**src/rtl/div_seq_if.sv**
```systemverilog
// Request/result bundle between the EXE stage and the sequential divider.
// The divider takes the slave side; the EXE stage (or a bench) takes the master side.
interface div_seq_if;
    logic        div_valid;
    logic        div_signed;
    logic [31:0] div_src1;
    logic [31:0] div_src2;
    logic        div_flush;
    logic        div_ready;
    logic        div_busy;
    logic        div_done;
    logic [31:0] div_quot;
    logic [31:0] div_rem;

    modport master (
        output div_valid, div_signed, div_src1, div_src2, div_flush,
        input  div_ready, div_busy, div_done, div_quot, div_rem
    );

    modport slave (
        input  div_valid, div_signed, div_src1, div_src2, div_flush,
        output div_ready, div_busy, div_done, div_quot, div_rem
    );
endinterface

```
**src/rtl/div_seq.sv**
```systemverilog
// Multi-cycle 32-bit restoring divider (DIV/DIVU) with flush.
// It produces one quotient bit per CALC cycle; the results register on the edge that enters DONE.
module div_seq #(
    parameter int ITER_N = 32
) (
    input  logic      clk,
    input  logic      resetn,
    div_seq_if.slave  bus
);
    typedef enum logic [1:0] {
        S_IDLE = 2'd0,
        S_CALC = 2'd1,
        S_DONE = 2'd2
    } state_t;

    localparam logic [4:0] LAST_ITER = 5'(ITER_N - 1);

    state_t      state_q, state_d;
    logic [4:0]  cnt_q, cnt_d;
    logic [63:0] rq_q, rq_d;
    logic [31:0] dvs_q, dvs_d;
    logic        negq_q, negq_d;
    logic        negr_q, negr_d;
    logic [31:0] quot_q, quot_d;
    logic [31:0] rem_q, rem_d;

    logic [32:0] diff_s;
    logic [63:0] step_s;
    logic        accept_s;
    logic        last_s;

    function automatic logic [31:0] neg32(input logic [31:0] v);
        return ~v + 32'd1;
    endfunction

    function automatic logic [31:0] mag32(input logic [31:0] v, input logic sgn);
        return (sgn && v[31]) ? neg32(v) : v;
    endfunction

    assign accept_s = (state_q == S_IDLE) && bus.div_valid && !bus.div_flush;
    assign last_s   = (cnt_q == LAST_ITER);

    // One restoring step: a borrow on bit 32 means the divisor did not fit.
    always_comb begin
        diff_s = rq_q[63:31] - {1'b0, dvs_q};
        if (!diff_s[32]) begin
            step_s = {diff_s[31:0], rq_q[30:0], 1'b1};
        end else begin
            step_s = {rq_q[62:0], 1'b0};
        end
    end

    // Next-state and datapath update.
    always_comb begin
        state_d = state_q;
        cnt_d   = cnt_q;
        rq_d    = rq_q;
        dvs_d   = dvs_q;
        negq_d  = negq_q;
        negr_d  = negr_q;
        quot_d  = quot_q;
        rem_d   = rem_q;
        case (state_q)
            S_IDLE: begin
                if (accept_s) begin
                    state_d = S_CALC;
                    cnt_d   = 5'd0;
                    rq_d    = {32'd0, mag32(bus.div_src1, bus.div_signed)};
                    dvs_d   = mag32(bus.div_src2, bus.div_signed);
                    negq_d  = bus.div_signed && (bus.div_src1[31] ^ bus.div_src2[31]);
                    negr_d  = bus.div_signed && bus.div_src1[31];
                end else begin
                    state_d = S_IDLE;
                end
            end
            S_CALC: begin
                if (bus.div_flush) begin
                    state_d = S_IDLE;
                end else begin
                    rq_d  = step_s;
                    cnt_d = cnt_q + 5'd1;
                    if (last_s) begin
                        state_d = S_DONE;
                        // A zero divisor yields all-ones here, so the sign fix is skipped.
                        if (dvs_q == 32'd0) begin
                            quot_d = 32'hFFFF_FFFF;
                        end else begin
                            quot_d = negq_q ? neg32(step_s[31:0]) : step_s[31:0];
                        end
                        rem_d = negr_q ? neg32(step_s[63:32]) : step_s[63:32];
                    end else begin
                        state_d = S_CALC;
                    end
                end
            end
            S_DONE: begin
                state_d = S_IDLE;
            end
            default: begin
                state_d = S_IDLE;
            end
        endcase
    end

    // State and datapath registers.
    always_ff @(posedge clk or negedge resetn) begin
        if (!resetn) begin
            state_q <= S_IDLE;
            cnt_q   <= 5'd0;
            rq_q    <= 64'd0;
            dvs_q   <= 32'd0;
            negq_q  <= 1'b0;
            negr_q  <= 1'b0;
            quot_q  <= 32'd0;
            rem_q   <= 32'd0;
        end else begin
            state_q <= state_d;
            cnt_q   <= cnt_d;
            rq_q    <= rq_d;
            dvs_q   <= dvs_d;
            negq_q  <= negq_d;
            negr_q  <= negr_d;
            quot_q  <= quot_d;
            rem_q   <= rem_d;
        end
    end

    assign bus.div_ready = (state_q == S_IDLE);
    assign bus.div_busy  = (state_q == S_CALC);
    assign bus.div_done  = (state_q == S_DONE);
    assign bus.div_quot  = quot_q;
    assign bus.div_rem   = rem_q;
endmodule

```
**src/flat_wrapper.sv**
```systemverilog
// flat-port wrapper written by rule: the top's interface ports become plain ports
module div_seq_flat 
#(
    parameter int ITER_N = 32
)
  (clk, resetn, bus_div_valid, bus_div_signed, bus_div_src1, bus_div_src2, bus_div_flush, bus_div_ready, bus_div_busy, bus_div_done, bus_div_quot, bus_div_rem);
  div_seq_if bus_i ();
  input  logic clk;
  input  logic resetn;
  input wire logic [$bits(bus_i.div_valid)-1:0] bus_div_valid;
  input wire logic [$bits(bus_i.div_signed)-1:0] bus_div_signed;
  input wire logic [$bits(bus_i.div_src1)-1:0] bus_div_src1;
  input wire logic [$bits(bus_i.div_src2)-1:0] bus_div_src2;
  input wire logic [$bits(bus_i.div_flush)-1:0] bus_div_flush;
  output wire logic [$bits(bus_i.div_ready)-1:0] bus_div_ready;
  output wire logic [$bits(bus_i.div_busy)-1:0] bus_div_busy;
  output wire logic [$bits(bus_i.div_done)-1:0] bus_div_done;
  output wire logic [$bits(bus_i.div_quot)-1:0] bus_div_quot;
  output wire logic [$bits(bus_i.div_rem)-1:0] bus_div_rem;
  assign bus_i.div_valid = bus_div_valid;
  assign bus_i.div_signed = bus_div_signed;
  assign bus_i.div_src1 = bus_div_src1;
  assign bus_i.div_src2 = bus_div_src2;
  assign bus_i.div_flush = bus_div_flush;
  assign bus_div_ready = bus_i.div_ready;
  assign bus_div_busy = bus_i.div_busy;
  assign bus_div_done = bus_i.div_done;
  assign bus_div_quot = bus_i.div_quot;
  assign bus_div_rem = bus_i.div_rem;
  div_seq #(.ITER_N(ITER_N)) u_core (.clk(clk), .resetn(resetn), .bus(bus_i));
endmodule
```
**config.mk**
```make
export PLATFORM = sky130hd
export DESIGN_NAME = div_seq_flat
export DESIGN_NICKNAME = d
export VERILOG_FILES = /design/src/rtl/div_seq_if.sv /design/src/rtl/div_seq.sv /design/src/flat_wrapper.sv
export SDC_FILE = /design/constraint.sdc
export NUM_CORES = 1
export LEC_CHECK = 0
export CORE_ASPECT_RATIO = 0.6
export CORE_MARGIN = 8
export CORE_UTILIZATION = 32
export CTS_CLUSTER_DIAMETER = 30
export DETAILED_ROUTE_END_ITERATION = 10
export HOLD_SLACK_MARGIN = 0.12
export PLACE_DENSITY = 0.5
export SYNTH_ARGS = -nofsm -noshare
export SYNTH_HDL_FRONTEND = slang
export SYNTH_SLANG_ARGS = --single-unit
```
**constraint.sdc**
```tcl
create_clock -name clk -period 10.4 [get_ports clk]
set_clock_uncertainty 0.2 [all_clocks]
set_input_delay 1.04 -clock clk [delete_from_list [all_inputs] [get_ports clk]]
set_output_delay 1.04 -clock clk [all_outputs]
set_load 0.03 [all_outputs]
```
# Word level (Yosys, flattened, before mapping)

Index checks and enable logic that the tools add are counted.

Flip-flop bits (word level): 169
Output and inout port bits: 67
Logic and storage cells: 53
Input bits: 69

Multiplexer cells: 16
Add/sub/neg operators: 6
Equal/unequal tests: 5
Bitwise gates (word level): 6
Reduce and logical (&&, ||, !) cells: 12

Operators with widths:

| operator              | count |
|---|---|
| $mux 64               | 3 |
| $mux 32               | 5 |
| $add 32x1->32 const B | 4 |
| $not 32->32           | 4 |
| $pmux 64 s2           | 1 |
| $sub 33x32->33        | 1 |
| $logic_not 32->1      | 1 |
| $mux 5                | 2 |
| $pmux 5 s2            | 1 |
| $reduce_and 3->1      | 2 |
| $add 5x1->5 const B   | 1 |
| $eq 5x5->1 const B    | 1 |
| $logic_and 1x1->1     | 5 |
| $mux 2                | 2 |
| $pmux 2 s2            | 1 |
| $eq 2x1->1 const B    | 1 |
| $eq 2x2->1 const B    | 1 |
| $logic_not 2->1       | 1 |
| $ne 2x1->1 const B    | 1 |
| $ne 2x2->1 const B    | 1 |
| $reduce_and 2->1      | 1 |
| $reduce_bool 2->1     | 1 |
| $logic_not 1->1       | 1 |
| $mux 1                | 1 |
| 2 further kinds       | 2 |

# Logic depth before layout (Yosys ltp)

Depth in word-level cells: 6
Depth in mapped cells: 23

# Worst setup path after synthesis

OpenSTA, ideal clock, no wires.

Path kind: flip-flop to flip-flop
Start: reg u_core.rq_q[31]
End: reg u_core.rem_q[28], in the netlist u_core.bus.div_rem[28]
Arrival time: 4.933 ns
Cell stages (with the launch flop): 24
Setup slack: 5.145 ns
Clock period less this slack: 5.255 ns
Buffers on the path: 3
Cell sequence: dfrtp_1 -> inv_1 -> ha_1 -> fa_1 -> nor2b_1 -> o31a_1 -> o21ai_2 -> a2111oi_4 -> o21a_4 -> nor2_2 -> buf_6 -> inv_2 -> clkbuf_1 -> clkbuf_1 -> nor2_1 -> a21oi_1 -> ha_1 -> and4_2 -> or4b_4 -> a22oi_4 -> nand4_4 -> nor4_1 -> mux2i_1 -> nand2_1

Word-level cells in the longest chain between the ends: 5

Ends and longest elaborated chain:

| what                     | line           | text |
|---|---|---|
| start: declaration       | div_seq.sv:20  | `logic [63:0] rq_q, rq_d;` |
| start signal: assignment | div_seq.sv:119 | `rq_q <= rq_d;` |
| $sub 33x32->33           | div_seq.sv:45  | `diff_s = rq_q[63:31] - {1'b0, dvs_q};` |
| $mux 64 *                | div_seq.sv:46  | `if (!diff_s[32]) begin` |
| $not 32->32              | div_seq.sv:33  | `return ~v + 32'd1;` |
| $add 32x1->32            | div_seq.sv:33  |  |
| $mux 32 *                | div_seq.sv:90  | `rem_d = negr_q ? neg32(step_s[63:32]) : step_s[63:32];` |
| end signal: assignment   | div_seq.sv:124 | `rem_q <= rem_d;` |
| end: declaration         | div_seq.sv:25  | `logic [31:0] rem_q, rem_d;` |

Mark *: on every way between the ends. The rest lies on a longest branch, timed or not.
A chain may end at the register's enable or synchronous reset.

# Worst setup path in the final report

Start: reg u_core.rq_q[48]
End: reg u_core.rem_q[28], in the netlist u_core.bus.div_rem[28]

Same word-level chain as after synthesis.

==> impl_metrics.csv <==
group,metric,value,unit
min_path,hp-class,"register to register",
synthesis,yosysSeqAreaShare,35.3,%
finish,areaGrowthSynthToFinish,19.7,%
sta,tightest_slew,1.19,ns
cts,post_cts_resized,0,
placed_design,dp_hpwl,32300,um
flow_run,cap_viol_max_count,0,
cts,clock_latency,0.45,ns
critical_path,end_kind,"register",
synthesis,ys_ff_latch,169,
cts,clock-sinks,169,
critical_path,crit_cells,18,
critical_path,crit_chain,"ha_1, a21oi_1, o21ai_2, a211o_1, a221o_1, nor3_2, nor2_2, inv_2, nor2_1, a21oi_1, ha_1, and4_2, or4b_4, a22oi_4, nand4_4, nor4_1, mux2i_1, nand2_1",
finish,final_area,14300,um^2
sta,fmax,163,MHz
critical_path,worstPathRequired,10.53,ns
drt,firstDrtPassIters,5,
drt,drtIter0Drc,1132,
cts,htree_num_levels,4,
finish,final_cells,2087,
cts,cts-buffers-inserted,17,
critical_path,path_buf_inv,1,
placed_design,numPlacedInstances,2055,
cts,cts.path.max_buffers,2,
critical_path,startpoint_type,"register",
finish,final_common_cell,"nand2_1",
global_route,grt_pass1_vias,10500,
synthesis,syn_avg_cell_area,8.14,um^2
critical_path,cp_slowest_stage_delay,0.61,ns
cts,clkTransAtPathRegs,0.07,ns
synthesis,synthArstFlopShare,100,%
critical_path,cp.arrival,6.27,ns
synthesis,synth_area,12000,um^2
cts,root_buffer,"clkbuf_16",
die,die-area,44100,um^2
drt,routedWlPerCell,19.8,um
global_route,overflow,0,
global_route,grt_pass1_wl,64800,um
synthesis,synth_edf_count,0,
critical_path,rr_worst_depth,18,
drt,routed_wl,41400,um
sta,finalCritPeriodShare,59.1,%
finish,final_cell_mix,"nand2_1, o21ai_0, dfrtp_1",
cts,cts-hold-fix-buffers,0,
pwr,powerDensity,229,nW/um^2
drt,vias,11100,
cts,postCtsSetupBuffers,0,
drt,viasPerCell,5.31,
finish,final_core_utilization,38.4,%
sta,hold_viol,0,
sta,tns,0,ns
finish,nets,1669,
synthesis,syn_nets,1578,
global_route,grt_use_total,18.6,%
placed_design,port_buffers,135,
sta,setup_viol,0,
sta,period_minus_slack,6.14,ns
sta,rsz0062_at_grt,"false",
sta,slew_viol_final,0,
critical_path,crit_fanout,40,
die,fp-row-count,55,
global_route,antenna_found_initial,0,
drt,route.detailed.drc,0,
die,ioPinCount,136,
status,status,"completed",
die,coreArea,37300,um^2
pwr,peakVddDrop,129,uV
pwr,total_power,3280,uW
die,initial_core_util,32.1,%
pwr,p_leak,0.00584,uW
drt,antenna_left,0,
placed_design,routabilityCongestion,0.938,
critical_path,path_class,"register to register",
cts,cts_tree,"built",
critical_path,crit_family,"simple AND/OR/NAND/NOR gates",
min_path,holdPathStages,2,
synthesis,netlist_instances,1470,
die,die_h,166,um
global_route,grt_max_degree,74,
finish,num_antenna_cells,0,
synthesis,ys.flop_type,"dfrtp_1",
sta,relSlewSlack,20.7,%
synthesis,synth.distinct_cells,88,
synthesis,ys_warn_count,0,
finish,drive_above_1_share,5.21,%
placed_design,place_area,13700,um^2
critical_path,critical-path-slowest-cell,"nor3_2",
die,die_width,266,um
[cell families after synthesis]
kind of cell    Yosys count  synth area share [%]
buf+inv                 126                  4.66
compound gates          478                  24.6
simple gates            508                  20.0
xor+xnor                129                  9.44
mux                      21                  1.79
flops                   169                  35.3
fa+ha+maj                39                  4.14
[routing by layer]
layer,part of all wire [%],global-route usage [%],vias up
met4,0.53,2.66,0
li1,-,-,5450
met2,35,22.7,367
met5,0,0,-
met3,8.0,4.44,18
met1,56,31.5,5257
[cell usage after synthesis, drive strengths merged, types with 3 or more instances]
master | instances | share of area (%)
a2111oi | 4 | 0.45
a211oi | 11 | 0.77
a21boi | 3 | 0.19
a21o | 14 | 0.89
a21oi | 115 | 4.8
a22o | 7 | 0.51
a22oi | 15 | 1.1
a31oi | 12 | 0.63
and2 | 20 | 1.1
and3 | 6 | 0.32
and4 | 5 | 0.38
buf | 15 | 0.79
clkbuf | 60 | 2.2
dfrtp | 169 | 35
ha | 38 | 4.0
inv | 48 | 1.5
mux2 | 3 | 0.28
mux2i | 18 | 1.5
nand2 | 205 | 6.4
nand2b | 12 | 0.63
nand3 | 14 | 0.59
nand4 | 14 | 0.86
nor2 | 130 | 4.1
nor2b | 3 | 0.16
nor3 | 26 | 1.1
nor4 | 19 | 0.99
o2111ai | 6 | 0.44
o211ai | 10 | 0.63
o21a | 8 | 0.56
o21ai | 200 | 8.5
o31a | 6 | 0.44
o31ai | 32 | 2.0
o41ai | 13 | 1.1
or2 | 3 | 0.16
or3 | 22 | 1.1
or4 | 19 | 1.2
xnor2 | 51 | 3.7
xor2 | 78 | 5.7
[through the flow]
stage          worst slack [ns]  hold slack [ns]
2_1_floorplan              5.15            0.256
3_3_place_gp               4.55            0.264
3_5_place_dp               4.38            0.270
4_1_cts                    4.33            0.286
5_1_grt                    3.83            0.317
6_report                   4.26            0.276
[final timing paths]
kind / startpoint / endpoint / slack, ns
worst max-delay path: u_core.rq_q[48] / u_core.bus.div_rem[28] / 4.26
worst min-delay path: u_core.bus.div_rem[2] / u_core.bus.div_rem[2] / 0.28
worst max register to register: u_core.rq_q[48] / u_core.bus.div_rem[28] / 4.26
worst min register to register: u_core.bus.div_rem[2] / u_core.bus.div_rem[2] / 0.28
max in group asynchronous: resetn / u_core.dvs_q[26] / 8.30
min in group asynchronous: resetn / u_core.bus.div_rem[6] / 0.35
[power by group]
part           internal [uW]  switching, uW
sequential               741            140
combinational            606           1120
clock                    377            293
total                   1720           1560
[sequential cells by signal, summed over array words and instances, names as in the netlist]
register             count
u_core.cnt_q             5
u_core.state_q           2
u_core.negq_q            1
u_core.bus.div_quot     32
u_core.dvs_q            32
u_core.rq_q             64
u_core.negr_q            1
u_core.bus.div_rem      32
[worst register-to-register path: cells and delay by family, from the launching register on]
| kind | cells | cell delay, ns |
|---|---|---|
| compound gates | 6 | 1.74 |
| fa+ha+maj | 2 | 0.75 |
| buf+inv | 1 | 0.53 |
| flops | 1 | 0.49 |
| mux | 1 | 0.23 |
| simple gates | 8 | 2.08 |
[final cells by class]
| class | instances | area [um^2] |
|---|---|---|
| repair buffers | 148 | 1450 |
| inverters | 50 | 188 |
| flip-flops and latches | 169 | 4230 |
| clock buffers | 20 | 467 |
| multi-input cells | 1175 | 7220 |
| clock inverters | 12 | 138 |
| fillers | 3944 | 23000 |
| well taps | 513 | 642 |
Note: power is estimated with default switching activity, not from simulation.
